[config.mk]
export PLATFORM = sky130hd
export DESIGN_NAME = sreg_shift_ctrl
export DESIGN_NICKNAME = d
export VERILOG_FILES = /design/src/rtl/sreg_shift_ctrl.sv
export SDC_FILE = /design/constraint.sdc
export NUM_CORES = 1
export LEC_CHECK = 0
export BUFFER_PORTS_ARGS = -buffer_cell sky130_fd_sc_hd__buf_4
export CORE_MARGIN = 8
export CORE_UTILIZATION = 40
export CTS_BUF_LIST = sky130_fd_sc_hd__clkbuf_4
export DETAILED_ROUTE_END_ITERATION = 16
export MAX_ROUTING_LAYER = met4
export PLACE_DENSITY = 0.71
export SETUP_SLACK_MARGIN = 0.05
export SLEW_MARGIN = 20
export SYNTH_ARGS = -nofsm -noshare
export SYNTH_HDL_FRONTEND = slang
export SYNTH_SLANG_ARGS = --single-unit
[constraint.sdc]
create_clock -name sys_clk -period 2.97 [get_ports sys_clk]
set_clock_uncertainty 0.2 [all_clocks]
set_input_delay 0.297 -clock sys_clk [delete_from_list [all_inputs] [get_ports sys_clk]]
set_output_delay 0.297 -clock sys_clk [all_outputs]
set_load 0.005 [all_outputs]
[src/rtl/sreg_shift_ctrl.sv]
// Frame controller: accepts a parallel word over valid/ready, serialises it on sout, then idles GAP_CYC cycles.
// Optional even-parity bit appended after the data when SREG_PARITY_EN is defined.
module sreg_shift_ctrl #(
  parameter int unsigned DATA_W    = 8,
  parameter bit          MSB_FIRST = 1'b1,
  parameter int unsigned GAP_CYC   = 1
) (
  input  logic              sys_clk,
  input  logic              sys_rst_n,
  input  logic [DATA_W-1:0] din,
  input  logic              din_valid,
  output logic              din_ready,
  output logic              sout,
  output logic              sout_en,
  output logic              done,
  output logic              busy
);

  localparam int unsigned CNT_W = (DATA_W > 1) ? $clog2(DATA_W) : 1;
  localparam int unsigned GAP_W = 4;
  localparam logic [CNT_W-1:0] LAST_BIT = CNT_W'(DATA_W - 1);
  localparam logic [GAP_W-1:0] LAST_GAP = GAP_W'(GAP_CYC - 1);

  localparam logic [1:0] ST_IDLE  = 2'd0;
  localparam logic [1:0] ST_SHIFT = 2'd1;
`ifdef SREG_PARITY_EN
  localparam logic [1:0] ST_PAR   = 2'd2;
`endif
  localparam logic [1:0] ST_GAP   = 2'd3;

  // After the last frame bit the controller either rests in GAP or returns straight to IDLE
  localparam logic [1:0] ST_POST = (GAP_CYC == 0) ? ST_IDLE : ST_GAP;

  if (DATA_W < 2) begin : g_bad_data_w
    $error("sreg_shift_ctrl: DATA_W must be >= 2");
  end
  if (GAP_CYC > 15) begin : g_bad_gap_cyc
    $error("sreg_shift_ctrl: GAP_CYC must be 0..15");
  end

  logic [1:0]        state_q,   state_d;
  logic [DATA_W-1:0] shreg_q,   shreg_d;
  logic [CNT_W-1:0]  bit_cnt_q, bit_cnt_d;
  logic [GAP_W-1:0]  gap_cnt_q, gap_cnt_d;
  logic              sout_q,    sout_d;
  logic              sout_en_q, sout_en_d;
  logic              done_q,    done_d;
`ifdef SREG_PARITY_EN
  logic              par_q,     par_d;
`endif
  logic              accept;

  assign din_ready = (state_q == ST_IDLE);
  assign busy      = (state_q != ST_IDLE);
  assign accept    = din_valid && din_ready;

  assign sout    = sout_q;
  assign sout_en = sout_en_q;
  assign done    = done_q;

  // Next-state and registered-output decode; shreg always holds the next bit at its head
  always_comb begin
    state_d   = state_q;
    shreg_d   = shreg_q;
    bit_cnt_d = bit_cnt_q;
    gap_cnt_d = gap_cnt_q;
    sout_d    = 1'b0;
    sout_en_d = 1'b0;
    done_d    = 1'b0;
`ifdef SREG_PARITY_EN
    par_d     = par_q;
`endif
    case (state_q)
      ST_IDLE: begin
        if (accept) begin
          state_d   = ST_SHIFT;
          sout_d    = MSB_FIRST ? din[DATA_W-1] : din[0];
          shreg_d   = MSB_FIRST ? {din[DATA_W-2:0], 1'b0} : {1'b0, din[DATA_W-1:1]};
          sout_en_d = 1'b1;
          bit_cnt_d = '0;
`ifdef SREG_PARITY_EN
          par_d     = ^din;
`endif
        end
      end
      ST_SHIFT: begin
        if (bit_cnt_q == LAST_BIT) begin
`ifdef SREG_PARITY_EN
          state_d   = ST_PAR;
          sout_d    = par_q;
          sout_en_d = 1'b1;
`else
          state_d   = ST_POST;
          done_d    = 1'b1;
          gap_cnt_d = '0;
`endif
        end else begin
          sout_d    = MSB_FIRST ? shreg_q[DATA_W-1] : shreg_q[0];
          shreg_d   = MSB_FIRST ? {shreg_q[DATA_W-2:0], 1'b0} : {1'b0, shreg_q[DATA_W-1:1]};
          sout_en_d = 1'b1;
          bit_cnt_d = bit_cnt_q + CNT_W'(1);
        end
      end
`ifdef SREG_PARITY_EN
      ST_PAR: begin
        state_d   = ST_POST;
        done_d    = 1'b1;
        gap_cnt_d = '0;
      end
`endif
      ST_GAP: begin
        if (gap_cnt_q == LAST_GAP) begin
          state_d = ST_IDLE;
        end else begin
          gap_cnt_d = gap_cnt_q + GAP_W'(1);
        end
      end
      default: begin
        state_d = ST_IDLE;
      end
    endcase
  end

  always_ff @(posedge sys_clk or negedge sys_rst_n) begin
    if (!sys_rst_n) begin
      state_q   <= ST_IDLE;
      shreg_q   <= '0;
      bit_cnt_q <= '0;
      gap_cnt_q <= '0;
      sout_q    <= 1'b0;
      sout_en_q <= 1'b0;
      done_q    <= 1'b0;
`ifdef SREG_PARITY_EN
      par_q     <= 1'b0;
`endif
    end else begin
      state_q   <= state_d;
      shreg_q   <= shreg_d;
      bit_cnt_q <= bit_cnt_d;
      gap_cnt_q <= gap_cnt_d;
      sout_q    <= sout_d;
      sout_en_q <= sout_en_d;
      done_q    <= done_d;
`ifdef SREG_PARITY_EN
      par_q     <= par_d;
`endif
    end
  end

endmodule
==> summary by stage, run 1 <==
Run status
The flow ran to the end, and the final reports show no timing, DRC or antenna violations.

Timing
The total negative slack for setup checks is 0 ns. The total count of max-transition violations in the final report is 0. The number of failing setup endpoints in the final timing report is 0. Headroom to the max-slew limit came out at 72.4%. The worst path in the final design needs a cycle of 2.08 ns, including I/O delays and setup. The least setup slack across all paths after layout is 0.886 ns. For the pin with the worst max-slew slack, the measured transition is 0.412 ns. After layout, the worst path uses 70.2% of the clock period. The fmax is 0.480 GHz. The number of hold violations in the final report was 0. Setup repair after global routing left no endpoint under its margin.

The worst hold-check slack is 0.0532 ns.

Routing
The routed length on met2 is 971 um. The count of antenna-violating nets left after detailed routing is 0. The first-pass detailed-route iteration total is 4. The total wirelength of the detailed-routed design is 2000 um. In the routed layout, each cell is associated on average with a via count of 5.08.

Dividing the detail-routed wire length by the instance count gives 15.3 um. The uppermost signal routing layer after detailed routing is met3. The residual DRC count is 0.

The final route contains 666 vias. The first routing iteration left 16 violations. The met1 wire length is 871 um. The met3 routed wirelength is 161 um.

Synthesis
Counting flops with a built-in enable in the synthesized netlist gives 0. After synthesis, flip-flops and latches occupy 46.0% of the total area. After synthesis, the cell types taking the most area are sky130_fd_sc_hd__dfrtp_1 46%, sky130_fd_sc_hd__mux2_4 16%, sky130_fd_sc_hd__ha_1 4.8%. The cell taking the most area after synthesis is sky130_fd_sc_hd__dfrtp_1. The prevailing post-synth register cell is sky130_fd_sc_hd__dfrtp_1. After technology mapping, the gate count stands at 85.

Summed over its instances, the top area cell type makes up 46.0% of the synthesized netlist area. The total number of yosys warnings is 0. Synthesis instantiated 28 different standard cells from the library. In the synthesized netlist the async set-or-reset flop fraction comes to 100%.

The net count after synthesis is 100. In this run, synthesis produced a sequential element count of 19. The synthesized area is 0.00103 mm2. Averaged over all synthesized cells, the footprint is 12.2 um2.

Clock network
Gates resized during post-CTS repair numbered 0. TritonCTS built the clock tree. The CTS buffer count is 3. The clock passes through at most 2 buffers.

The clock sink count is 19. The clock transition at the registers of the reported paths is 0.11 ns. The root buffer cell chosen for the clock tree is sky130_fd_sc_hd__clkbuf_4. At the later pin of the worst-skew pair, clock insertion delay measures 0.29 ns. In this run the number of H-tree levels came out at 1.

Floorplan
Once the floorplan was initialized, standard cells occupied 42.1% of the core. The die is 66.8 um wide. After floorplanning, the core was sized to cover 0.00245 mm2. During I/O placement, the number of pins put on the boundary was 16. In this run the core area contains 18 standard-cell rows.

The die footprint is 0.00447 mm2. The die boundary height is 66.8 um.

Global routing
The leftover overflow at the end of global routing is 0. Entering global routing, the biggest net connects 20 pins. The via count of the first global-routing pass is 731.

The number of antenna violations at the first check in global routing is 0. The total routing resource utilization after global routing is 9.47%. The first global-routing pass estimated 3280 um of wire.

Pwr
Total power for the finished layout comes to 0.00106 W. The highest ir drop seen on vdd is 0.521 mV. The reported leakage power is 0.606 nW. Power spread over the standard cell area amounts to 902 mW/mm2.

Cells and area
Of the cells placed in the final design, the portion with a size suffix greater than 1 is 36.6%. The final layout net count is 117. The footprint of the multi-input gates is 479 um2. The filler cell count in the final layout is 223. The count of inserted antenna diode cells is 0. The synthesis-to-finish area growth is 14.0%.

Across the whole layout, storage elements account for 475 um2.

Critical path
The critical path data arrival time is 2.06 ns. The start-to-end type of the worst setup path is reg -> reg. The nature of the critical path endpoint is a register. The worst-path maximum fanout is 11. The worst setup path is launched from a register.

The data required time at the worst endpoint is 2.94 ns.

Min path
The path category of the worst min-delay check is in -> reg.

Place
Once detailed placement completed, the half-perimeter wirelength came to 1520 um. The pre-CTS setup slack is 0.901 ns. The congestion estimate from routability-driven global placement came to 0.748. The count of buffers added on input and output ports is 15.

Flow run
The number of max-cap violations is 0.
-- path summary, 6_finish.rpt --
path	start	end	slack, ns	cells after the start
max	bit_cnt_q[0]$_DFFE_PN0P_	shreg_q[5]$_DFFE_PN0P_	0.89	5
min	din[0]	shreg_q[1]$_DFFE_PN0P_	0.05	3
max reg2reg	bit_cnt_q[0]$_DFFE_PN0P_	shreg_q[5]$_DFFE_PN0P_	0.89	5
min reg2reg	shreg_q[3]$_DFFE_PN0P_	shreg_q[3]$_DFFE_PN0P_	0.32	1
max in group asynchronous	sys_rst_n	gap_cnt_q[0]$_DFFE_PN0P_	2.15	2
min in group asynchronous	sys_rst_n	shreg_q[2]$_DFFE_PN0P_	0.22	2
-- critical path, cell delays in order (launching register included) --
cell and delay [ns]:
sky130_fd_sc_hd__dfrtp_1 0.41, sky130_fd_sc_hd__ha_1 0.21, sky130_fd_sc_hd__ha_1 0.23, sky130_fd_sc_hd__nand2b_1 0.20
sky130_fd_sc_hd__a21oi_4 0.39, sky130_fd_sc_hd__mux2_4 0.34
-- placed cells by master (no fill, tap or decap) --
cell type | Yosys | layout
sky130_fd_sc_hd__nor2b_1 | 1 | 1
sky130_fd_sc_hd__a31o_2 | 1 | 1
sky130_fd_sc_hd__or4b_1 | 1 | 1
sky130_fd_sc_hd__or3_1 | 1 | 1
sky130_fd_sc_hd__dlygate4sd3_1 | 0 | 1
sky130_fd_sc_hd__nand3b_1 | 3 | 3
sky130_fd_sc_hd__mux2_4 | 11 | 11
sky130_fd_sc_hd__buf_4 | 1 | 15
sky130_fd_sc_hd__or3b_2 | 1 | 1
sky130_fd_sc_hd__o311ai_1 | 1 | 1
sky130_fd_sc_hd__dfrtp_1 | 19 | 19
sky130_fd_sc_hd__a21oi_4 | 1 | 1
sky130_fd_sc_hd__nand2b_1 | 2 | 2
sky130_fd_sc_hd__nor2_1 | 3 | 3
sky130_fd_sc_hd__and2_2 | 1 | 1
sky130_fd_sc_hd__mux2_2 | 1 | 1
sky130_fd_sc_hd__xor2_1 | 1 | 1
sky130_fd_sc_hd__a22o_1 | 1 | 1
sky130_fd_sc_hd__a21oi_1 | 2 | 2
sky130_fd_sc_hd__inv_1 | 9 | 9
sky130_fd_sc_hd__nand3_1 | 3 | 3
sky130_fd_sc_hd__nand2_1 | 5 | 5
sky130_fd_sc_hd__nor2b_4 | 1 | 1
sky130_fd_sc_hd__nand2b_4 | 1 | 1
sky130_fd_sc_hd__ha_1 | 4 | 4
sky130_fd_sc_hd__o21ai_0 | 5 | 5
sky130_fd_sc_hd__mux2i_1 | 2 | 2
sky130_fd_sc_hd__clkbuf_4 | 0 | 4
-- through the flow --
stage / util (%) / cells / cell area [um2]
finish: 48.0 / 131 / 1180
global route: 48.0 / 131 / 1180
CTS: 48.0 / 131 / 1180
detailed placement: 46.4 / 126 / 1140
global placement: 46.4 / 126 / 1140
floorplan: - / 85 / 1030
-- power breakdown --
| group | internal (W) | switching, W | total (W) | leakage [nW] |
|---|---|---|---|---|
| logic | 0.000305 | 0.000208 | 0.000513 | 0.347 |
| registers | 0.000346 | 0.0000689 | 0.000415 | 0.241 |
| clock network | 0.0000612 | 0.0000742 | 0.000135 | 0.0184 |
| total | 0.000712 | 0.000352 | 0.00106 | 0.606 |
-- logic make-up (layout without fill, tap and decap cells) --
| logic type | Yosys count | in the layout | share of synthesized area (%) |
|---|---|---|---|
| mux | 14 | 14 | 19.0 |
| fa+ha+maj | 4 | 4 | 4.84 |
| simple gates | 23 | 23 | 14.2 |
| buf+inv | 13 | 29 | 7.63 |
| xor+xnor | 1 | 1 | 0.848 |
| compound gates | 11 | 11 | 7.51 |
| flops | 19 | 19 | 46.0 |
-- timing repair --
action / 4_1_cts / 5_1_grt
setup endpoints to repair: 0 / 0
setup buffers: 0 / 0
hold endpoints to repair: 19 / 0
hold buffers: 1 / 0
-- registers in the layout (all words and copies together), names as in the netlist --
| register | flops |
|---|---|
| bit_cnt_q | 3 |
| done | 1 |
| gap_cnt_q | 4 |
| shreg_q | 7 |
| sout | 1 |
| sout_en | 1 |
| state_q | 2 |
-- cell usage after synthesis, drive strengths merged (2+ instances only) --
| cell | number |
|---|---|
| ha | 4 |
| mux2i | 2 |
| inv | 9 |
| nor2 | 3 |
| a21oi | 3 |
| o21ai | 5 |
| nand3b | 3 |
| nand2 | 5 |
| nand2b | 3 |
| mux2 | 12 |
| buf | 4 |
| nand3 | 3 |
| dfrtp | 19 |
| nor2b | 2 |
-- metal layers --
layer | global-route usage [%] | up-vias
li1 | - | 318
met1 | 10.9 | 330
met2 | 16.4 | 18
met3 | 2.35 | 0
met4 | 1.60 | 0
met5 | - | -
-- layout make-up --
type / instances / area share [%]
Clock buffer: 4 / 2.55
Inverter: 9 / 2.87
Multi-Input combinational cell: 53 / 40.7
Sequential cell: 19 / 40.3
Tap cell: 30 / 3.18
Timing Repair Buffer: 16 / 10.4
Power figures use the tool's default switching activity.
==> run 2, diff against run 1 <==
Settings changed: PLACE_DENSITY 0.71 to 0.73.
Clock period 2.97 ns to 1.79 ns, I/O delays scaled along.
==> summary by stage, run 2 (synthesis results as in run 1) <==
Run status
The run finished with clean final reports.

Cells and area
shreg_q holds more flip-flops than any other register. The final core utilization is 55.0% (+7.0 points). The number of standard cells in the layout, taps in and fillers out was 146 (+11%). The largest registers in the layout are shreg_q x7, gap_cnt_q x4, bit_cnt_q x3. The synthesis-to-finish area growth is 30.8%. The count of inserted antenna diode cells was 0 (unchanged). The final layout net count is 132 (+13%). In the layout the commonest cells are 22 x sky130_fd_sc_hd__buf_4, 19 x sky130_fd_sc_hd__dfrtp_1, 11 x sky130_fd_sc_hd__mux2_4.

The flip-flop count of the largest register, all copies and words added is 7 (unchanged). The ratio of cells with drive above 1 in the final layout is 44.8% (+8.2 points). The most common cell after layout, fill and taps aside is sky130_fd_sc_hd__buf_4.

Timing
The portion of the clock cycle consumed by the worst path in the final layout is 99.5% (+29 points). The worst hold-check slack was 0.0416 ns (-0.0116 ns). The worst-case headroom to the max-slew limit is 77.9% (+5.4 points). The total negative slack for setup checks is 0 ns (unchanged). Setup repair after global routing could not meet its margin everywhere. The clock period minus final worst setup slack came to 1.78 ns (-0.303 ns). The total count of max-transition violations in the final report is 0 (unchanged).

The number of hold violations in the final report is 0 (unchanged). The number of failing setup endpoints in the final timing report is 0 (unchanged). The fmax was 0.561 GHz (+17%).

The slew of the pin with the lowest slew margin came to 0.332 ns (-0.0801 ns).

Clock network
The cell at the root of the clock tree is sky130_fd_sc_hd__clkbuf_4. The clock transition at the registers of the reported paths is 0.11 ns (about the same). The CTS buffer count is 3 (unchanged). The total number of H-tree levels was 1 (unchanged).

The clock tree from TritonCTS is done. The maximum buffer depth of the clock tree is 2 (unchanged). The clock sink count is 19 (unchanged). The clock latency on the worst-skew pair came to 0.30 ns (about the same).

Global routing
The global-route track usage on met1 is 12.9% (+2.1 points). The wire length of the first global-routing pass is 3570 um (+9.1%). The total routing resource utilization after global routing is 10.4% (+0.91 points).

The number of antenna violations at the first check in global routing is 0 (unchanged). The largest net degree at the start of global routing is 20 (unchanged). The global-route met3 utilization came to 3.02% (+0.67 points). The via count of the first global-routing pass is 791 (+8.2%). The leftover overflow at the end of global routing is 0 (unchanged). met2 is the most crowded layer. The met2 track demand over resource is 15.8% (-0.60 points).

Critical path
The cell class contributing the biggest share of worst-path delay is flip-flops. The buffering stage count on the worst path with inverters included was 1 (+1). The start-to-end type of the worst setup path is reg -> reg. The startpoint class of the critical path is a register. The worst reg2reg path depth is 6 (+1). The endpoint identified for the worst register-to-register timing path is shreg_q[7]$_DFFE_PN0P_.

The data required time at the worst endpoint is 1.78 ns (-1.16 ns). The startpoint identified for the worst register-to-register timing path is bit_cnt_q[1]$_DFFE_PN0P_. Among all stages on the critical path, the largest delay is contributed by sky130_fd_sc_hd__dfrtp_1. The largest incremental delay on the critical path is 0.41 ns (about the same). The worst-case register-to-register setup slack is 0.009 ns (-0.88 ns). The worst-path maximum fanout is 4 (-7). The nature of the critical path endpoint is a register. The signal on the critical path passes through ha_2 -> ha_4 -> nand2b_4 -> a21oi_4 -> buf_6 -> mux2_4. The critical path data arrival time is 1.77 ns (-0.29 ns).

Routing
The via-per-instance ratio came to 4.92 (-3.3%). The detailed-route via count was 718 (+7.8%). The iteration-0 DRC count of the detailed router was 10 (-6). The first-pass detailed-route iteration total is 2 (-2). The total wirelength of the detailed-routed design came to 2050 um (+2.1%). The residual DRC count is 0 (unchanged). The count of antenna-violating nets left after detailed routing is 0 (unchanged). The mean routed wirelength per cell was 14.0 um (-8.3%).

Floorplan
The die boundary height is 66.8 um (unchanged). The placeable core area is 0.00245 mm2 (unchanged). The starting density of the core came to 42.1% (unchanged).

The die boundary width is 66.8 um (unchanged). The die footprint is 0.00447 mm2 (unchanged). The row count is 18 (unchanged). The boundary pin count is 16 (unchanged).

Place
The placer's final routability congestion estimate is 0.714 (-4.5%). The total placed cells including tap cells came to 134 (+6.3%). The number of input and output port buffers inserted came to 15 (unchanged). The final HPWL from detailed placement is 1520 um (-0.12%).

Min path
The worst hold path begins at din[1]. In this run the worst hold path is classified as in -> reg. The sink of the worst hold path is shreg_q[2]$_DFFE_PN0P_.

The number of stages on the worst hold path is 3 (unchanged).

Flow run
The number of max-cap violations is 0 (unchanged).

Pwr
The total power divided by cell area is 1480 mW/mm2 (+64%). The reported leakage power is 0.675 nW (+11%). The highest ir drop seen on vdd came to 0.868 mV (+67%).
==> run 2: changes by cell type in the layout (fill, tap and decap cells not counted) <==
cell / change
sky130_fd_sc_hd__nor2_1: -1
sky130_fd_sc_hd__o21ai_4: +1
sky130_fd_sc_hd__buf_6: +3
sky130_fd_sc_hd__nor2_2: +1
sky130_fd_sc_hd__ha_2: +1
sky130_fd_sc_hd__o21ai_0: -2
sky130_fd_sc_hd__buf_4: +7
sky130_fd_sc_hd__o21ai_1: +1
sky130_fd_sc_hd__nand2b_1: -1
sky130_fd_sc_hd__nand2b_4: +1
sky130_fd_sc_hd__ha_1: -2
sky130_fd_sc_hd__dlygate4sd3_1: +5
sky130_fd_sc_hd__ha_4: +1
==> run 2: worst min-delay path, delay by kind of cell <==
| kind | cells | cell delay [ns] |
|---|---|---|
| mux | 2 | 0.26 |
| buf+inv | 1 | 0.08 |
==> run 2: worst max-delay path by stage <==
stage,depth (start not counted),slack [ns],end,from
CTS,6,0.02,shreg_q[3]$_DFFE_PN0P_,bit_cnt_q[1]$_DFFE_PN0P_
global route,6,-0.04,shreg_q[7]$_DFFE_PN0P_,bit_cnt_q[0]$_DFFE_PN0P_
detailed placement,5,-0.05,shreg_q[3]$_DFFE_PN0P_,bit_cnt_q[0]$_DFFE_PN0P_
global placement,5,-0.02,shreg_q[7]$_DFFE_PN0P_,bit_cnt_q[1]$_DFFE_PN0P_
finish,6,0.009,shreg_q[7]$_DFFE_PN0P_,bit_cnt_q[1]$_DFFE_PN0P_
floorplan,6,0.009,shreg_q[2]$_DFFE_PN0P_,bit_cnt_q[1]$_DFFE_PN0P_
==> run 2: routing by layer <==
metal / vias to the layer above / routed length [um]
met5: - / 0
met4: 0 / 10
met3: 2 / 119
met2: 17 / 914
met1: 349 / 1000
li1: 350 / -
==> run 2: metrics by stage <==
step	cell area [um2]	setup slack, ns	power (W)
6_report	1350	0.00872	0.00200
4_1_cts	1330	0.0198	0.00197
3_5_place_dp	1220	-0.0488	0.00166
3_3_place_gp	1220	-0.0154	0.00163
5_1_grt	1350	-0.0374	0.00214
2_1_floorplan	1060	0.00911	0.00145
==> run 2: area by class of cell <==
cell class,count,area (um2)
sequential,19,475
tap,30,37.5
timing repair buffer,31,259
inverter,9,33.8
multi-input combinational,53,515
clock buffer,4,30.0
fill,215,1100
==> run 2: power by group <==
group | leakage, nW | internal, W | total, W | switching (W)
sequential | 0.241 | 0.000574 | 0.000678 | 0.000104
clock | 0.0184 | 0.000102 | 0.000234 | 0.000132
combinational | 0.415 | 0.000678 | 0.00108 | 0.000404
total | 0.675 | 0.00135 | 0.00199 | 0.000640
==> run 2: timing repair <==
item                                    CTS  global route
endpoints found under the setup margin   11            12
buffers inserted                          2             0
hold endpoints to repair                 22             0
hold buffers                              6             0
resized for setup                         2             6
pin swaps                                 1             0
==> run 3, diff against run 2 <==
Settings changed: ABC_AREA from default to 1.
==> summary by stage, run 3 <==
Synthesis
The post-synthesis average cell area is 7.92 um2 (-35%). The number of cells produced by synthesis was 120 (+41%). Ranked by instance count, the synthesized netlist is headed by 51 x sky130_fd_sc_hd__nand2_1, 19 x sky130_fd_sc_hd__dfrtp_1, 16 x sky130_fd_sc_hd__nand3_1, 13 x sky130_fd_sc_hd__inv_1, 4 x sky130_fd_sc_hd__ha_1. The proportion of synthesized chip area in sequential cells is 50.0% (+4.0 points). The most frequent cell after synthesis is sky130_fd_sc_hd__nand2_1.

The unique cell type count in the Yosys netlist is 15 (-46%). The synthesized-area fraction occupied by xor and xnor cells is 0% (-0.85 points). The area fraction in compound gates after synthesis was 3.42% (-4.1 points). The area fraction of the dominant cell type after synthesis is 50.0% (+4.0 points).

The total number of yosys warnings came to 0 (unchanged). The synthesized area came to 951 um2 (-8.0%). The net count after synthesis is 135 (+35%). The number of enable-type register cells in the synthesized netlist came to 0 (unchanged). The adder-cell area share of the yosys netlist is 5.26% (+0.42 points). The fraction of registers with async set/reset was 100% (unchanged). The number of synthesized register bits came to 19 (unchanged).

The simple-gate portion of the synthesized area was 34.2% (+20 points). The dominant combinational cell family by area after synthesis is simple AND/OR/NAND/NOR gates. In the post-synthesis netlist, the biggest area contributors are sky130_fd_sc_hd__dfrtp_1 50%, sky130_fd_sc_hd__nand2_1 20%, sky130_fd_sc_hd__nand3_1 8.4%. The multiplexer area fraction after synthesis was 0% (-19 points). The prevailing post-synth register cell is sky130_fd_sc_hd__dfrtp_1. The synthesized design spends more area on one cell type than any other, namely sky130_fd_sc_hd__dfrtp_1.

Flow run
The number of max-cap violations is 0 (unchanged).

Cells and area
shreg_q holds more flip-flops than any other register. The combined flip-flop and latch cell area came to 475 um2 (unchanged). The filler cell count in the final layout is 216 (+0.47%).

Compared with the post-synthesis result, the final layout area differs by 28.3%. The final cell area excluding filler cells is 0.00122 mm2 (-9.7%). In the final layout, the registers with the most flip-flops are shreg_q x7, gap_cnt_q x4, bit_cnt_q x3. The flip-flop count of the largest register, all copies and words added is 7 (unchanged). The count of inserted antenna diode cells was 0 (unchanged).

Leaving out fill and tap cells, the most frequent cells in the layout are 51 x sky130_fd_sc_hd__nand2_1, 19 x sky130_fd_sc_hd__dfrtp_1, 16 x sky130_fd_sc_hd__nand3_1. The ratio of cells with drive above 1 in the final layout came to 15.0% (-30 points). The footprint of the multi-input gates is 418 um2 (-19%). The most common cell after layout, fill and taps aside is sky130_fd_sc_hd__nand2_1.

The final layout net count is 163 (+23%).

Critical path
The worst-path maximum fanout is 12 (+8). The critical path data arrival time was 1.61 ns (-0.16 ns). The nature of the critical path endpoint is a register. The worst reg2reg path depth came to 6 (unchanged). The startpoint class of the critical path is a register. In this run the critical register-to-register path is captured at shreg_q[1]$_DFFE_PN0P_. The cell depth of the worst setup path is 6 (unchanged). Walking the worst path, the cells encountered are ha_1 -> ha_1 -> inv_1 -> nand2_4 -> nand2_4 -> o21ai_0. The buffering stage count on the worst path with inverters included came to 1 (unchanged).

The data required time at the worst endpoint came to 1.79 ns (about the same). The start-to-end type of the worst setup path is reg -> reg. The worst-case register-to-register setup slack is 0.18 ns (+0.17 ns). The startpoint identified for the worst register-to-register timing path is bit_cnt_q[0]$_DFFE_PN0P_. The largest individual stage delay along the critical path comes from the cell sky130_fd_sc_hd__dfrtp_1. The cell class contributing the biggest share of worst-path delay is adder cells.

The largest incremental delay on the critical path is 0.42 ns (about the same).

Floorplan
The die boundary width is 64.8 um (-3.1%). The row count is 17 (-1). The die boundary height is 64.8 um (-3.1%). The placeable core area is 0.00223 mm2 (-9.0%).

The boundary pin count came to 16 (unchanged). The die footprint is 0.00419 mm2 (-6.1%). The starting density of the core is 42.6% (+0.48 points).

Pwr
The highest ir drop seen on vdd is 0.684 mV (-21%). The reported leakage power is 0.673 nW (-0.37%). The total power divided by cell area is 1280 mW/mm2 (-14%).

Place
The placer's final routability congestion estimate is 0.765 (+7.1%). The pre-CTS setup slack was 0.138 ns (+0.187 ns). The post-place instance area is 0.00108 mm2 (-12%). The number of input and output port buffers inserted is 15 (unchanged). The final HPWL from detailed placement is 1470 um (-3.6%).

Clock network
The maximum buffer depth of the clock tree is 2 (unchanged). The clock sink count is 19 (unchanged). The total number of H-tree levels came to 1 (unchanged). The clock transition at the registers of the reported paths is 0.11 ns (about the same). The CTS buffer count is 3 (unchanged). The clock latency on the worst-skew pair was 0.30 ns (about the same). The buffers inserted during post-CTS setup optimization came to 0 (-2).

TritonCTS built the clock tree. The root buffer cell chosen for the clock tree is sky130_fd_sc_hd__clkbuf_4.

Timing
The number of failing setup endpoints in the final timing report came to 0 (unchanged). Setup repair after global routing left no endpoint under its margin. The portion of the clock cycle consumed by the worst path in the final layout is 89.8% (-9.8 points). The worst-case headroom to the max-slew limit is 73.9% (-4.0 points). The clock period minus final worst setup slack is 1.61 ns (-0.175 ns). The fmax is 0.622 GHz (+11%).

The slew of the pin with the lowest slew margin came to 0.391 ns (+0.0587 ns). The total count of max-transition violations in the final report is 0 (unchanged). The total negative slack for setup checks came to 0 ns (unchanged). The least setup slack across all paths after layout is 0.183 ns (+0.175 ns). The number of hold violations in the final report is 0 (unchanged).

Global routing
The number of antenna violations at the first check in global routing came to 0 (unchanged). The largest net degree at the start of global routing was 20 (unchanged). The wire length of the first global-routing pass is 3550 um (-0.59%). The via count of the first global-routing pass is 849 (+7.3%). The leftover overflow at the end of global routing is 0 (unchanged).

The total routing resource utilization after global routing was 10.9% (+0.47 points).

Routing
The via-per-instance ratio is 4.90 (-0.30%). The total wirelength of the detailed-routed design is 2010 um (-1.7%). The mean routed wirelength per cell is 11.5 um (-18%). The residual DRC count is 0 (unchanged). The count of antenna-violating nets left after detailed routing is 0 (unchanged).

The iteration-0 DRC count of the detailed router came to 45 (+35). The detailed-route via count is 858 (+19%). The first-pass detailed-route iteration total is 4 (+2).

Min path
The path category of the worst min-delay check is in -> async.

Run status
The run finished with clean final reports.
-- run 3: cell types whose count changed after synthesis, sizes merged, moves of 3 or more --
| cell | change |
|---|---|
| nand4 | +3 |
| nand3b | -3 |
| mux2 | -12 |
| nand2b | -3 |
| nand2 | +48 |
| nand3 | +13 |
| inv | +4 |
-- run 3: cell families after synthesis --
family	Yosys count
simple gates	76
flops	19
buf+inv	15
compound gates	6
fa+ha+maj	4
-- run 3: worst max-delay path by stage --
stage                             start                      to
6_report       bit_cnt_q[0]$_DFFE_PN0P_  shreg_q[1]$_DFFE_PN0P_
5_1_grt          state_q[0]$_DFFE_PN0P_  shreg_q[6]$_DFFE_PN0P_
4_1_cts        bit_cnt_q[0]$_DFFE_PN0P_  shreg_q[1]$_DFFE_PN0P_
3_5_place_dp   bit_cnt_q[0]$_DFFE_PN0P_  shreg_q[1]$_DFFE_PN0P_
3_3_place_gp   bit_cnt_q[0]$_DFFE_PN0P_  shreg_q[1]$_DFFE_PN0P_
2_1_floorplan  bit_cnt_q[0]$_DFFE_PN0P_  state_q[0]$_DFFE_PN0P_
-- run 3: metrics by stage --
stage / std cells / utilization (%) / power, W / hold WS (ns)
floorplan: 120 / - / 0.00111 / -0.317
global placement: 161 / 48.3 / 0.00126 / -0.132
detailed placement: 161 / 48.3 / 0.00129 / -0.136
CTS: 175 / 54.2 / 0.00155 / 0.0724
global route: 175 / 54.6 / 0.00169 / 0.0921
finish: 175 / 54.6 / 0.00156 / 0.0702
-- run 3: power by group --
part           internal, W  switching, W
clock network     0.000102      0.000137
logic             0.000261      0.000398
registers         0.000565     0.0000930
-- run 3: worst register-to-register path, delay by kind of cell (launching register included) --
| kind | cells | cell delay [ns] |
|---|---|---|
| compound gates | 1 | 0.08 |
| flops | 1 | 0.42 |
| simple gates | 2 | 0.25 |
| buf+inv | 1 | 0.12 |
| fa+ha+maj | 2 | 0.45 |
-- run 3: metal layers --
| metal | vias to the layer above | track usage [%] | share of wire [%] |
|---|---|---|---|
| met1 | 398 | 11.4 | 43 |
| met3 | 4 | 4.47 | 5.6 |
| met2 | 23 | 18.1 | 50 |
| met4 | 0 | 3.54 | 1.3 |
| met5 | - | - | 0 |
| li1 | 433 | - | - |
-- run 3: what timing repair did --
item	4_1_cts	5_1_grt
endpoints found under the hold margin	28	0
hold buffers	10	0
setup endpoints to repair	0	7
resized for setup	0	2
-- run 3: cell type report --
type	instances	share of cell area, %
Sequential cell	19	39.0
Multi-Input combinational cell	86	34.3
Timing Repair Buffer	25	17.4
Inverter	13	4.00
Tap cell	28	2.87
Clock buffer	4	2.46
